===== src/rtl/sha3_pkg.sv =====
// Shared constants and state type for the SHA3 message padder.
package sha3_pkg;

  localparam int unsigned SHA3_RATE_BYTES = 136;
  localparam int unsigned SHA3_RATE_BITS  = SHA3_RATE_BYTES * 8;
  localparam logic [7:0]  SHA3_DOMAIN     = 8'h06;
  localparam logic [7:0]  SHA3_PAD_END    = 8'h80;
  localparam logic [7:0]  SHA3_LAST_IDX   = 8'(SHA3_RATE_BYTES - 1);

  typedef enum logic [1:0] {
    StFill,
    StOut,
    StPadOut
  } padder_state_t;

endpackage


===== src/rtl/sha3_padder_if.sv =====
// Byte input stream plus rate-block output handshake of the SHA3 padder.
// master: the environment (byte source and block sink); slave: the padder.
interface sha3_padder_if
  import sha3_pkg::*;
();

  logic                      in_valid;
  logic                      in_ready;
  logic [7:0]                in_data;
  logic                      in_last;
  logic                      in_empty;
  logic                      blk_valid;
  logic                      blk_ready;
  logic [SHA3_RATE_BITS-1:0] blk_data;
  logic                      blk_last;

  modport master (
    output in_valid, in_data, in_last, in_empty, blk_ready,
    input  in_ready, blk_valid, blk_data, blk_last
  );

  modport slave (
    input  in_valid, in_data, in_last, in_empty, blk_ready,
    output in_ready, blk_valid, blk_data, blk_last
  );

endinterface


===== src/rtl/sha3_padder.sv =====
// SHA3 byte-stream padder: collects message bytes into a 1088-bit rate block,
// applies 0x06..0x80 domain padding and hands blocks to the permutation core.
// Optional feature macro: SHA3_PADDER_LEN_EN adds the msg_len byte counter output.
module sha3_padder
  import sha3_pkg::*;
(
  input logic          clk,
  input logic          rst,
  sha3_padder_if.slave bus
`ifdef SHA3_PADDER_LEN_EN
  ,
  output logic [63:0]  msg_len
`endif
);

  padder_state_t             state_q, state_d;
  logic [SHA3_RATE_BITS-1:0] buf_q, buf_d;
  logic [7:0]                idx_q, idx_d;
  logic                      last_q, last_d;
  logic                      pend_q, pend_d;

  logic       in_ready;
  logic       blk_valid;
  logic       data_beat;
  logic       pad_here;
  logic [7:0] lane;

  // Next-state, byte-lane write decoder and handshake outputs.
  always_comb begin
    state_d   = state_q;
    buf_d     = buf_q;
    idx_d     = idx_q;
    last_d    = last_q;
    pend_d    = pend_q;
    in_ready  = 1'b0;
    blk_valid = 1'b0;
    lane      = 8'h00;
    data_beat = bus.in_valid & ~bus.in_empty;
    // A last beat closes the padding in this block unless its data fills byte 135.
    pad_here  = bus.in_last & (bus.in_empty | (idx_q != SHA3_LAST_IDX));

    unique case (state_q)
      StFill: begin
        in_ready = 1'b1;
        if (bus.in_valid) begin
          for (int i = 0; i < SHA3_RATE_BYTES; i++) begin
            lane = buf_q[8*i +: 8];
            if (8'(i) == idx_q) begin
              if (!bus.in_empty)   lane = bus.in_data;
              else if (bus.in_last) lane = SHA3_DOMAIN;
            end
            if (data_beat && pad_here && (8'(i) == idx_q + 8'd1)) lane = SHA3_DOMAIN;
            if (pad_here && (8'(i) == SHA3_LAST_IDX)) lane = lane | SHA3_PAD_END;
            buf_d[8*i +: 8] = lane;
          end
          if (bus.in_last) begin
            state_d = StOut;
            last_d  = pad_here;
            pend_d  = ~pad_here;
          end else if (data_beat) begin
            if (idx_q == SHA3_LAST_IDX) begin
              state_d = StOut;
              last_d  = 1'b0;
            end else begin
              idx_d = idx_q + 8'd1;
            end
          end
        end
      end
      StOut: begin
        blk_valid = 1'b1;
        if (bus.blk_ready) begin
          buf_d = '0;
          idx_d = 8'd0;
          if (pend_q) begin
            // Message ended exactly on a block boundary: emit a pad-only block.
            buf_d[7:0]                       = SHA3_DOMAIN;
            buf_d[SHA3_RATE_BITS-1 -: 8]     = SHA3_PAD_END;
            last_d                           = 1'b1;
            state_d                          = StPadOut;
          end else begin
            last_d  = 1'b0;
            state_d = StFill;
          end
        end
      end
      StPadOut: begin
        blk_valid = 1'b1;
        if (bus.blk_ready) begin
          buf_d   = '0;
          last_d  = 1'b0;
          pend_d  = 1'b0;
          state_d = StFill;
        end
      end
      default: state_d = StFill;
    endcase
  end

  // State, buffer and flag registers.
  always_ff @(posedge clk or posedge rst) begin
    if (rst) begin
      state_q <= StFill;
      buf_q   <= '0;
      idx_q   <= 8'd0;
      last_q  <= 1'b0;
      pend_q  <= 1'b0;
    end else begin
      state_q <= state_d;
      buf_q   <= buf_d;
      idx_q   <= idx_d;
      last_q  <= last_d;
      pend_q  <= pend_d;
    end
  end

  assign bus.in_ready  = in_ready;
  assign bus.blk_valid = blk_valid;
  assign bus.blk_data  = buf_q;
  assign bus.blk_last  = last_q;

`ifdef SHA3_PADDER_LEN_EN
  logic [63:0] len_cnt_q, len_cnt_d;
  logic [63:0] msg_len_q, msg_len_d;

  // Count data beats of the current message; publish on the final block handshake.
  always_comb begin
    len_cnt_d = len_cnt_q;
    msg_len_d = msg_len_q;
    if (in_ready && data_beat) len_cnt_d = len_cnt_q + 64'd1;
    if (blk_valid && bus.blk_ready && last_q) begin
      msg_len_d = len_cnt_q;
      len_cnt_d = 64'd0;
    end
  end

  // Length counter registers.
  always_ff @(posedge clk or posedge rst) begin
    if (rst) begin
      len_cnt_q <= 64'd0;
      msg_len_q <= 64'd0;
    end else begin
      len_cnt_q <= len_cnt_d;
      msg_len_q <= msg_len_d;
    end
  end

  assign msg_len = msg_len_q;
`endif

endmodule


===== src/flat_wrapper.sv =====
// flat-port wrapper written by rule: the top's interface ports become plain ports
module sha3_padder_flat import sha3_pkg::*;
  (clk, rst, bus_in_valid, bus_in_data, bus_in_last, bus_in_empty, bus_blk_ready, bus_in_ready, bus_blk_valid, bus_blk_data, bus_blk_last);
  sha3_padder_if bus_i ();
  input logic clk;
  input logic rst;
  input wire logic [$bits(bus_i.in_valid)-1:0] bus_in_valid;
  input wire logic [$bits(bus_i.in_data)-1:0] bus_in_data;
  input wire logic [$bits(bus_i.in_last)-1:0] bus_in_last;
  input wire logic [$bits(bus_i.in_empty)-1:0] bus_in_empty;
  input wire logic [$bits(bus_i.blk_ready)-1:0] bus_blk_ready;
  output wire logic [$bits(bus_i.in_ready)-1:0] bus_in_ready;
  output wire logic [$bits(bus_i.blk_valid)-1:0] bus_blk_valid;
  output wire logic [$bits(bus_i.blk_data)-1:0] bus_blk_data;
  output wire logic [$bits(bus_i.blk_last)-1:0] bus_blk_last;
  assign bus_i.in_valid = bus_in_valid;
  assign bus_i.in_data = bus_in_data;
  assign bus_i.in_last = bus_in_last;
  assign bus_i.in_empty = bus_in_empty;
  assign bus_i.blk_ready = bus_blk_ready;
  assign bus_in_ready = bus_i.in_ready;
  assign bus_blk_valid = bus_i.blk_valid;
  assign bus_blk_data = bus_i.blk_data;
  assign bus_blk_last = bus_i.blk_last;
  sha3_padder u_core (.clk(clk), .rst(rst), .bus(bus_i));
endmodule

===== config.mk =====
export PLATFORM = sky130hd
export DESIGN_NAME = sha3_padder_flat
export DESIGN_NICKNAME = d
export VERILOG_FILES = /design/src/rtl/sha3_pkg.sv /design/src/rtl/sha3_padder_if.sv /design/src/rtl/sha3_padder.sv /design/src/flat_wrapper.sv
export SDC_FILE = /design/constraint.sdc
export NUM_CORES = 2
export LEC_CHECK = 0
export ABC_CLOCK_PERIOD_IN_PS = 69500
export CAP_MARGIN = 20
export CORE_AREA = 2 2 425 427
export CTS_CLUSTER_SIZE = 40
export DETAILED_ROUTE_END_ITERATION = 16
export DIE_AREA = 0 0 427 429
export GPL_ROUTABILITY_DRIVEN = 0
export PLACE_DENSITY_LB_ADDON = 0.3
export SKIP_CTS_REPAIR_TIMING = 1
export SYNTH_ARGS = -nofsm -noshare
export SYNTH_HDL_FRONTEND = slang
export SYNTH_SLANG_ARGS = --single-unit

===== constraint.sdc =====
create_clock -name clk -period 69.5 [get_ports clk]
set_input_delay 20.85 -clock clk [delete_from_list [all_inputs] [get_ports clk]]
set_output_delay 20.85 -clock clk [all_outputs]
set_load 0.05 [all_outputs]

-- After elaboration in Yosys (flattened, before gate mapping)
Cells that the tools add are included.
- flip-flop bits (word level): 1100
- logic and storage cells: 1297
- reductions and logical operators: 285
- $add $sub $neg: 1
- bitwise logic cells: 5
- muxes and demuxes: 310
- equality and inequality tests: 555
- operators with widths (operator ; count):
    $mux W1088 ; 3
    $pmux W1088 S3 ; 1
    $mux W8 ; 283
    $eq A7 B8 Y1 const A ; 128
    $reduce_and A6 Y1 ; 138
    $ne A4 B3 Y1 const B ; 135
    $eq A6 B8 Y1 const A ; 64
    $ne A3 B1 Y1 const B ; 135
    $eq A5 B8 Y1 const A ; 32
    $logic_and A1 B1 Y1 ; 137
    $eq A4 B8 Y1 const A ; 16
    $eq A8 B8 Y1 const A ; 16
    $eq A3 B8 Y1 const A ; 8
    $eq A2 B8 Y1 const A ; 4
    $eq A1 B8 Y1 const A ; 2
    $logic_not A8 Y1 ; 2
    $pmux W8 S2 ; 1
    $mux W2 ; 7
    $ne A2 B2 Y1 const B ; 6
    $mux W1 ; 11
    $add A8 B1 Y8 const B ; 1
    $eq A8 B8 Y1 const B ; 1
    $ne A8 B8 Y1 const B ; 1
    $reduce_and A4 Y1 ; 2
    other kinds (18) ; 22

-- Longest topological paths before layout
- depth in word-level cells: 9
- depth in mapped cells: 11
- mapped depth without buffers: 8

-- Worst setup path before layout
OpenSTA, ideal clock, no wires.
- kind: input to register
- from: in bus_in_empty
- to: reg u_core.buf_q[135] (netlist: u_core.bus.blk_data[135])
- cell stages on the path: 7
- data required time: 69.379 ns
- library setup time: 0.121 ns
- path slack: 46.544 ns
- arrival: 22.835 ns
- path buffers: 2
- cell sequence: clkbuf_1 > a2111oi_4 > nand3_1 > buf_2 > nor3_1 > o21ai_1 > a22o_1
- word-level cells in the longest chain between the ends: 7
- elaborated cells between the ends (all ways): 14
- classes of those cells: eq/ne: 2; mux: 5; bitwise: 4; reduce/logical: 3
- ends and longest elaborated chain (element ; line ; source):
    start: declaration ; flat_wrapper.sv:10 ; input wire logic [$bits(bus_i.in_empty)-1:0] bus_in_empty;
    $or A1 B1 Y1 or $not A1 Y1 (tied branches) ; sha3_padder.sv:40, sha3_padder.sv:38 ;
    $and A1 B1 Y1 (on tied branches) ; sha3_padder.sv:40, sha3_padder.sv:38 ;
    $logic_and A1 B1 Y1 (2 in a row) ; sha3_padder.sv:52 ; if (data_beat && pad_here && (8'(i) == idx_q + 8'd1)) lane = SHA3_DOMAIN;
    $mux W8 ; sha3_padder.sv:52 ;
    $mux W1088 ; sha3_padder.sv:45 ; if (bus.in_valid) begin
    $pmux W1088 S3 ; sha3_padder.sv:42 ; unique case (state_q)
    end signal: assignment ; sha3_padder.sv:110 ; buf_q <= buf_d;
    end: declaration ; sha3_padder.sv:17 ; logic [SHA3_RATE_BITS-1:0] buf_q, buf_d;
Several ways; a longest one is shown, not always the timed one. The select of a mux whose other input is x is not followed.
A chain may end at the register's enable or synchronous reset.

==> results.json <==
{
  "ys_warn_count": 0,
  "rows": 155,
  "slowest_delay_ns": 0.84,
  "final_common_cell": "clkdlybuf4s50_1",
  "rr_startpoint": "u_core.idx_q[5]",
  "syn_to_final_growth_pct": 41.6,
  "tightest_slew_ns": 1.22,
  "status": "finished, final reports clean",
  "placeableCoreArea_um2": 178000,
  "die_area_um2": 183000,
  "vias": 38300,
  "ys_seq_area_share_pct": 63.0,
  "power.switching_uw": 1850,
  "cp_top_family": "buffers and inverters",
  "synth_compound_area_share_pct": 28.2,
  "grt_max_degree": 156,
  "clkPwrFrac_pct": 18.3,
  "wl_um": 242000,
  "cts_made_buffers": 120,
  "die_height_um": 429,
  "crit_type": "in2async",
  "ios": 1105,
  "crit_fanout": 105,
  "synthAdderAreaFrac_pct": 0.258,
  "min_from": "u_core.bus.blk_data[1040]",
  "clockRootBuffer": "clkbuf_16",
  "hold_viol": 0,
  "cts_buffer_depth": 3,
  "fin_setup_tns_ns": 0,
  "drc": 0,
  "powerDensity_nw_per_um2": 58.7,
  "p_leak_uw": 0.0255,
  "rsz0062_at_grt": "false",
  "clkLatencyLatePin_ns": 0.77,
  "startpoint": "rst",
  "grt_pass1_wl_um": 329000,
  "dp_hpwl_um": 173000,
  "cts_tree": "done",
  "postRouteAntennaNets": 0,
  "slew_headroom_pct": 18.4,
  "start_util_pct": 24.5,
  "arrival_ns": 26.99,
  "async_flop_share_pct": 100,
  "h-tree-depth": 3,
  "multi_input_area_um2": 15500,
  "ys_types": 55,
  "netlist_area_um2": 43700,
  "wl_per_cell_um": 34.9,
  "drt_iter0_drc": 3737,
  "period_minus_slack_ns": 26.21,
  "power.total_uw": 3630,
  "muxShareOfSynthArea_pct": 0.0459,
  "synthSimpleGateAreaFrac_pct": 6.06,
  "cp_num_buf_inv": 8,
  "grtUsageTotal_pct": 25.7,
  "nets": 4503,
  "synth.avg_cell_area_um2": 12.7,
  "cts_sinks": 1100,
  "slowest_stage": "buf_4",
  "mostFrequentLayoutCells": "clkdlybuf4s50_1 (1104), dfrtp_1 (1100), a22o_1 (490), o2bb2ai_1 (364), a221o_1 (218)",
  "first_global_vias": 37400,
  "fill_cells": 17700,
  "clk_transition_reported_paths_ns": 0.06,
  "path_common_cell": "buf_4",
  "drt-pass1-iter-count": 7,
  "post-route-period-util_pct": 37.7,
  "grt_overflow": 0,
  "cp-end-kind": "async pin",
  "synth-main-ff-cell": "dfrtp_1",
  "pwr-share-comb_pct": 55.4,
  "finClkSkew_ns": 0.0384,
  "place_inst": 6710,
  "switching_share_pct": 51.0,
  "synth_top_family_by_area": "compound AO/OA/AOI/OAI gates",
  "die_w_um": 427,
  "viasPerCell": 5.52,
  "seqPwrFrac_pct": 26.3,
  "required_ns": 70.27,
  "intPower_uw": 1780,
  "hold_ws_ns": 0.486,
  "maxCapViolations": 0,
  "ys_seq_elements": 1100,
  "synth_edf_count": 0,
  "cp-start-kind": "input port",
  "drive_gt1_share_pct": 7.17,
  "synth_xor_area_share_pct": 0.0602,
  "irDropWorstVdd_uv": 35.8,
  "portBuffers": 1104,
  "final_max_slew_viol_count": 0,
  "antenna_found_initial": 28,
  "timing.fmax_ghz": 0.0382,
  "setup_viol": 0,
  "hold_path_class": "reg2reg",
  "path_cells": "clkdlybuf4s50_1 -> inv_8 -> buf_4 -> buf_4 -> buf_4 -> buf_4 -> buf_4 -> buf_4",
  "syn_nets": 3453,
  "fin_cells": 6943,
  "syn_inst": 3430,
  "register_area_um2": 27500
}
## flip-flops by register name, summed over array words and instances, names as in the netlist
register and cells:
u_core.bus.blk_data 1088, u_core.bus.blk_last 1, u_core.pend_q 1, u_core.idx_q 8, u_core.state_q 2
## final timing paths
check                                            end  slack, ns  depth (start not counted)
max                         u_core.bus.blk_data[826]      43.29                          8
min                        u_core.bus.blk_data[1040]       0.49                          1
max reg2reg                 u_core.bus.blk_data[250]      64.39                          7
min reg2reg                u_core.bus.blk_data[1040]       0.49                          1
max in group clk            u_core.bus.blk_data[450]      44.92                          6
min in group asynchronous   u_core.bus.blk_data[740]      20.58                          2
## final cells by class
class	instances	area share, %
antenna	16	0.0648
clock buffer	174	5.56
clock inverter	40	0.951
inverter	13	0.0911
multi-input combinational	2060	25.1
sequential	1100	44.5
tap	2355	4.77
timing repair buffer	1185	18.9
## routing by layer
layer	GRT usage (%)	part of all wire, %	wire length, um
met5	0	0.045	108
met1	32.1	40	96000
met3	6.48	7.8	18800
met4	11.9	5.0	12100
met2	41.4	48	115000
## logic make-up after synthesis
family	after synthesis
AND/OR/NAND/NOR	521
buffers and inverters	270
flip-flops	1100
AO/OA/AOI/OAI	1525
adder cells (fa/ha/maj)	9
multiplexers	2
XOR/XNOR	3
## Yosys cell counts, types with 4 or more instances
cell type  instances  share of area [%]
dfrtp_1         1100                 63
a22o_1           490                9.8
o2bb2ai_1        364                7.3
a221o_1          218                5.0
clkbuf_1         217                1.9
nor3_1           162                1.9
o21ai_0          155                1.8
o21ai_1          134                1.5
nor2_1           112               0.96
a21oi_1           56               0.64
nand2b_1          49               0.70
nand2_1           47               0.40
nor2b_1           40               0.57
nand3_1           36               0.41
o21a_1            27               0.46
o31a_1            25               0.50
buf_1             22               0.19
nor4_1            19               0.27
buf_2             17               0.19
or3_1             16               0.23
inv_1             13               0.11
o31ai_1           13               0.22
a32o_1            11               0.25
and3_1            10               0.14
or2_2             10               0.14
ha_1               9               0.26
and2_1             5              0.072
o211ai_1           4              0.069
o22ai_1            4              0.057
## through the flow
step / setup WS [ns] / util, % / cell area [um^2]
CTS: 43.11 / 34.7 / 61700
finish: 43.29 / 34.7 / 61800
global placement: 42.31 / 32.4 / 57700
global route: 42.36 / 34.7 / 61800
detailed placement: 42.21 / 32.4 / 57700
floorplan: 17.68 / - / 43700
## power groups by stage
stage	Combinational [uW]	Clock [uW]	Sequential [uW]
6_report	2010	665	954
5_1_grt	2080	704	970
3_3_place_gp	1990	0	958
3_5_place_dp	2010	0	956
4_1_cts	2010	677	950
2_1_floorplan	591	0	1540
Note: power is estimated with default switching activity, not from simulation.
